`src/rtl/pattern_sequencer_if.sv`:
```
// pattern_sequencer_if: load/send handshakes between the pattern sequencer and the NeoPixel driver.
interface pattern_sequencer_if;
    logic       load_valid;
    logic [2:0] load_pixel;
    logic [1:0] load_channel;
    logic [7:0] load_color;
    logic       load_ready;
    logic       send_valid;
    logic       send_ready;
    logic       display_done;
    modport master (
        output load_valid, load_pixel, load_channel, load_color, send_valid,
        input  load_ready, send_ready, display_done
    );
    modport slave (
        input  load_valid, load_pixel, load_channel, load_color, send_valid,
        output load_ready, send_ready, display_done
    );
endinterface

```
`src/rtl/pattern_sequencer.sv`:
```
// pattern_sequencer: walks colour/pixel tables, issues per-entry channel loads, then sends and holds each frame.
// Optional PATTERN_SEQ_ROTATE_EN: each frame starts where the previous one ended instead of at entry 0.
module pattern_sequencer #(
    parameter int NUM_ENTRIES = 63,
    parameter int NUM_PIXELS  = 5,
    parameter int FRAME_DELAY = 1250000
) (
    input  logic                clock,
    input  logic                reset,
    input  logic [62:0][7:0]    color_array,
    input  logic [62:0][2:0]    pixel_array,
    input  logic [6:0]          max_num_loads,
    input  logic                go,
    pattern_sequencer_if.master bus,
    output logic                busy,
    output logic [15:0]         frame_count
);
    localparam int HW = FRAME_DELAY > 1 ? $clog2(FRAME_DELAY) : 1;
    localparam logic [5:0] LAST = 6'(NUM_ENTRIES - 1);
    localparam logic [6:0] DEPTH = 7'(NUM_ENTRIES);
    localparam logic [HW-1:0] HOLD_INIT = HW'(FRAME_DELAY - 1);

    typedef enum logic [2:0] {IDLE, LOAD, SEND, WAIT_DONE, HOLD} state_t;

    state_t        state, state_nxt;
    logic [5:0]    idx, base_nxt;
    logic [6:0]    load_cnt, n_lat, n_clamp;
    logic [HW-1:0] hold_cnt;
    logic          pix_ok, start, consume, done_evt, hold_end, last;

    assign n_clamp  = max_num_loads == 7'd0 ? 7'd1 : max_num_loads > DEPTH ? DEPTH : max_num_loads;
    assign pix_ok   = {29'd0, pixel_array[idx]} < 32'(NUM_PIXELS);
    assign last     = load_cnt == n_lat - 7'd1;
    assign hold_end = state == HOLD && hold_cnt == '0;
    assign busy     = state != IDLE;

`ifdef PATTERN_SEQ_ROTATE_EN
    logic [5:0] base;
    logic [6:0] base_sum;
    assign base_sum = {1'b0, base} + n_lat;
    assign base_nxt = !hold_end ? base : base_sum >= DEPTH ? 6'(base_sum - DEPTH) : base_sum[5:0];
    always_ff @(posedge clock or negedge reset) begin
        if (!reset) base <= '0;
        else base <= base_nxt;
    end
`else
    assign base_nxt = '0;
`endif

    always_ff @(posedge clock or negedge reset) begin
        if (!reset) state <= IDLE;
        else state <= state_nxt;
    end

    always_comb begin
        state_nxt        = state;
        start            = 1'b0;
        consume          = 1'b0;
        done_evt         = 1'b0;
        bus.load_valid   = 1'b0;
        bus.load_pixel   = '0;
        bus.load_channel = '0;
        bus.load_color   = '0;
        bus.send_valid   = 1'b0;
        unique case (state)
            IDLE: begin
                start     = go;
                state_nxt = go ? LOAD : IDLE;
            end
            LOAD: begin
                bus.load_valid   = pix_ok;
                bus.load_pixel   = pixel_array[idx];
                bus.load_color   = color_array[idx];
                bus.load_channel = 2'(load_cnt % 7'd3);
                // out-of-range pixel entries are skipped without waiting on the driver
                consume          = !pix_ok || bus.load_ready;
                state_nxt        = consume && last ? SEND : LOAD;
            end
            SEND: begin
                bus.send_valid = 1'b1;
                state_nxt      = bus.send_ready ? WAIT_DONE : SEND;
            end
            WAIT_DONE: begin
                done_evt  = bus.display_done;
                state_nxt = bus.display_done ? HOLD : WAIT_DONE;
            end
            HOLD: begin
                start     = hold_end && go;
                state_nxt = !hold_end ? HOLD : go ? LOAD : IDLE;
            end
            default: state_nxt = IDLE;
        endcase
    end

    always_ff @(posedge clock or negedge reset) begin
        if (!reset) begin
            idx         <= '0;
            load_cnt    <= '0;
            n_lat       <= '0;
            hold_cnt    <= '0;
            frame_count <= '0;
        end else begin
            if (start) begin
                n_lat    <= n_clamp;
                idx      <= base_nxt;
                load_cnt <= '0;
            end else if (consume) begin
                idx      <= idx == LAST ? 6'd0 : idx + 6'd1;
                load_cnt <= load_cnt + 7'd1;
            end
            if (done_evt) begin
                frame_count <= frame_count + 16'd1;
                hold_cnt    <= HOLD_INIT;
            end else if (state == HOLD && !hold_end) begin
                hold_cnt <= hold_cnt - HW'(1);
            end
        end
    end
endmodule

```
`src/flat_wrapper.sv`:
```
// flat-port wrapper written by rule: the top's interface ports become plain ports
module pattern_sequencer_flat 
#(
    parameter int NUM_ENTRIES = 63,
    parameter int NUM_PIXELS  = 5,
    parameter int FRAME_DELAY = 1250000
)
  (clock, reset, color_array, pixel_array, max_num_loads, go, busy, frame_count, bus_load_valid, bus_load_pixel, bus_load_channel, bus_load_color, bus_send_valid, bus_load_ready, bus_send_ready, bus_display_done);
  pattern_sequencer_if bus_i ();
  input  logic clock;
  input  logic reset;
  input  logic [62:0][7:0] color_array;
  input  logic [62:0][2:0] pixel_array;
  input  logic [6:0] max_num_loads;
  input  logic go;
  output logic busy;
  output logic [15:0] frame_count;
  output wire logic [$bits(bus_i.load_valid)-1:0] bus_load_valid;
  output wire logic [$bits(bus_i.load_pixel)-1:0] bus_load_pixel;
  output wire logic [$bits(bus_i.load_channel)-1:0] bus_load_channel;
  output wire logic [$bits(bus_i.load_color)-1:0] bus_load_color;
  output wire logic [$bits(bus_i.send_valid)-1:0] bus_send_valid;
  input wire logic [$bits(bus_i.load_ready)-1:0] bus_load_ready;
  input wire logic [$bits(bus_i.send_ready)-1:0] bus_send_ready;
  input wire logic [$bits(bus_i.display_done)-1:0] bus_display_done;
  assign bus_load_valid = bus_i.load_valid;
  assign bus_load_pixel = bus_i.load_pixel;
  assign bus_load_channel = bus_i.load_channel;
  assign bus_load_color = bus_i.load_color;
  assign bus_send_valid = bus_i.send_valid;
  assign bus_i.load_ready = bus_load_ready;
  assign bus_i.send_ready = bus_send_ready;
  assign bus_i.display_done = bus_display_done;
  pattern_sequencer #(.NUM_ENTRIES(NUM_ENTRIES), .NUM_PIXELS(NUM_PIXELS), .FRAME_DELAY(FRAME_DELAY)) u_core (.clock(clock), .reset(reset), .color_array(color_array), .pixel_array(pixel_array), .max_num_loads(max_num_loads), .go(go), .bus(bus_i), .busy(busy), .frame_count(frame_count));
endmodule
```
`config.mk`:
```
export PLATFORM = sky130hd
export DESIGN_NAME = pattern_sequencer_flat
export DESIGN_NICKNAME = d
export VERILOG_FILES = /design/src/rtl/pattern_sequencer_if.sv /design/src/rtl/pattern_sequencer.sv /design/src/flat_wrapper.sv
export SDC_FILE = /design/constraint.sdc
export NUM_CORES = 1
export LEC_CHECK = 0
export ABC_AREA = 1
export CORE_AREA = 2 2 289 291
export DETAILED_ROUTE_END_ITERATION = 10
export DIE_AREA = 0 0 291 293
export GPL_TIMING_DRIVEN = 0
export SLEW_MARGIN = 40
export SYNTH_ARGS = -nofsm -noshare
export SYNTH_HDL_FRONTEND = slang
export SYNTH_SLANG_ARGS = --single-unit
```
`constraint.sdc`:
```
create_clock -name clock -period 2.95 [get_ports clock]
set_input_delay 0.59 -clock clock [delete_from_list [all_inputs] [get_ports clock]]
set_output_delay 0.59 -clock clock [all_outputs]
set_load 0.1 [all_outputs]
```
==> summary.txt <==
Routing
  – Top Metal Used: met5
  – Vias per cell: 4.61
  – Total iterations of the first detailed-routing run: 5
  – WL met3: 7.53 mm
  – Antenna violation net count after detailed routing: 0
  – Wl on met1: 41.8 mm
  – Drt drc: 0
  – Avg WL per Cell: 26.4 um
  – Met2 wire len: 44.1 mm
  – Iter 0 DRT Violations: 1269
  – Via count: 16871
  – Routed Wire Length: 96.8 mm

Setup path
  – Setup crit end kind: output port
  – CP required: 2.36 ns
  – Critical path, cell by cell: buf_6, buf_12, buf_12, buf_12, buf_12, o21ai_2, o22ai_1, o211ai_1, nand3_1, nand3_2, a31oi_4, buf_12
  – CP max stage cell: o211ai_1
  – Critical path class: flip-flop to output port
  – Data arrival time of the critical path: 3.12 ns
  – Critical path peak fanout: 6
  – Crit path top cell by count: buf_12
  – Worst setup SP type: flip-flop
  – CP peak stage delay: 0.76 ns

Min path
  – Hold Crit Class: input pin to async pin

Logic synthesis
  – Post-synth top cells: 440 x nor2_1, 353 x o21ai_0, 240 x nand2_1, 129 x nand3_1, 74 x clkbuf_1
  – Share of synthesized registers carrying an async set or reset: 1.00
  – Distinct cells, synth: 36
  – Mean post-synth cell area: 5.53 sq um
  – Post-synth EDFFs: 0
  – Syn_nets: 2495
  – Synth top area share: 0.180
  – Top_reg_cell synth: dfrtp_1
  – Leading area contributor after synthesis: o21ai_0
  – Cell Area, Synth: 9840 sq um
  – Synth area leaders: o21ai_0 18%, nor2_1 17%, dfrtp_1 15%
  – Sequential area share after synthesis: 0.153
  – Synth warn: 0
  – Most common cell in the netlist: nor2_1
  – Cell count after synthesis: 1779
  – Synth Register Bits: 60

CTS
  – # H-tree levels: 3
  – CTS tree: yes
  – CTS Root Cell: clkbuf_16
  – Clock sinks: 60
  – Reg clk slew, reported paths: 0.06 ns
  – CTS max path bufs: 2
  – Skew-Pair Late Insertion Delay: 0.34 ns
  – CTS Buf Count: 9

Power
  – NetSw: 12.8 mW
  – Sequential Power Share: 0.056
  – Power Dens Cells: 1010 nW/um^2
  – Pint: 8.17 mW
  – Combinational Power Share: 0.893
  – Leak: 8.12 nW
  – VDD IR max: 0.648 mV
  – Sw Share: 0.611
  – Clock power share: 0.051

Floorplan
  – Rows: 105
  – Die Ht: 293 um
  – Core area: 81800 sq um
  – # IOs: 738
  – Initial Utilization: 0.120
  – Die area: 85300 sq um
  – Die X: 291 um

Global route
  – Total Routing Usage GR: 0.215
  – First-pass GRT wire length: 130 mm
  – Initial antenna violation count: 29
  – Global route overflow: 0
  – Largest net degree at the start of global routing: 35
  – Vias in the first global route: 16501

Timing
  – # setup viols final: 14
  – Setup Skew: 0.0118 ns
  – Worst-Margin Slew: 0.942 ns
  – Setup ws final: -0.765 ns
  – TNS Setup: -6.87 ns
  – RSZ-0062 raised after global routing: true
  – Slew Limit Fails: 0
  – Hold Slack: 0.173 ns
  – Fmax: 269 MHz
  – Crit path time final: 3.71 ns
  – Endpoints failing hold: 0
  – Worst slew margin relative to its limit: 0.369
  – Period utilization: 1.26

Final layout
  – Design area: 20900 sq um
  – Area Overhead vs Synth: 112%
  – Proportion of layout cells with a drive suffix above 1: 0.153
  – Util after Layout: 0.255
  – Post-layout nets: 3290

Run
  – Max Cap Viol: 0

Status
  – Failing checks: negative setup slack
  – Status: finished with violations

Place
  – Port Buffers: 737
  – Routability Congestion: 0.970
  – Post-Place Cell Area: 18600 sq um
  – Detailed placement HPWL: 80.8 mm
state kept, by name (all words and copies together) (netlist names):
signal,flops
u_core.frame_count,16
u_core.idx,6
u_core.load_cnt,7
u_core.hold_cnt,21
u_core.n_lat,7
u_core.state,3
critical path: cells and delay by family (launching register included):
kind            cells  cell delay, ns
simple gates        2            0.40
compound gates      4            1.08
buf+inv             6            0.89
flops               1            0.40
layout by cell type, fill, tap and decap left out, types with 11 or more instances in the layout:
master	count
clkbuf_2	31
nand2_2	23
o221ai_2	21
nand2_1	219
o22ai_2	16
buf_4	54
nand3_1	109
diode_2	11
o21ai_1	38
o211ai_1	24
inv_1	66
clkbuf_8	13
o22ai_1	38
xor2_1	20
clkbuf_4	21
a21oi_1	43
nand3_2	29
a22oi_1	19
o221ai_1	26
buf_12	34
dfrtp_1	56
nor2_1	423
buf_2	36
o21ai_2	12
o21ai_0	325
clkbuf_16	11
nor2_4	12
buf_6	16
nor3_1	12
clkdlybuf4s50_1	704
nand4_1	21
cell families after synthesis:
| kind of cell | synth area share |
|---|---|
| adders and majority gates | 0.0127 |
| buffers and inverters | 0.104 |
| and+or+nand+nor | 0.367 |
| xor gates and xnor gates | 0.0258 |
| AOI/OAI and AO/OA | 0.338 |
| DFF | 0.153 |
per-layer routing:
metal	track usage	vias up
met3	0.0481	165
met1	0.282	8040
met5	0	-
met4	0.0599	20
met2	0.355	871
li1	-	7775
area by class of cell:
class | instances | area (sq um)
diodes | 11 | 27.5
plain buffers | 148 | 1350
clock buffers | 9 | 225
clock inverters | 7 | 75.1
fillers | 9182 | 61000
inverters | 76 | 293
multi-input cells | 1495 | 8110
flip-flops and latches | 60 | 1510
well taps | 1070 | 1340
repair buffers | 784 | 7940
final timing paths:
check / start / endpoint / slack, ns / cells after the start
min: reset / u_core.frame_count[6] / 0.17 / 1
min in group clock: u_core.frame_count[15] / u_core.frame_count[15] / 0.49 / 1
max reg2reg: u_core.idx[1] / u_core.idx[5] / 0.29 / 15
min reg2reg: u_core.frame_count[15] / u_core.frame_count[15] / 0.49 / 1
max: u_core.idx[0] / bus_load_color[2] / -0.76 / 12
max in group asynchronous: reset / u_core.load_cnt[4] / 2.22 / 2
repair_timing:
| action | CTS | global route |
|---|---|---|
| resized for setup | 342 | 97 |
| cloned | 3 | 1 |
| endpoints found under the setup margin | 29 | 14 |
| hold buffers | 0 | 0 |
| pin swaps | 47 | 39 |
| setup buffers | 32 | 8 |
power groups by stage:
stage          registers [mW]  clock network (mW)  logic (mW)
2_1_floorplan            1.22                   0        8.41
3_3_place_gp             1.18                   0        15.4
3_5_place_dp             1.18                   0        15.2
4_1_cts                  1.17                1.10        18.2
5_1_grt                  1.20                1.13        19.9
6_report                 1.17                1.08        18.7
through the flow:
stage	instances	setup WS (ns)	total power, mW
finish	3660	-0.765	21.0
global route	3657	-0.806	22.2
CTS	3640	-0.732	20.4
detailed placement	3589	-1.77	16.4
global placement	3586	-2.75	16.6
floorplan	1779	-0.338	9.63
No activity file was read; power rests on OpenSTA's default activity.
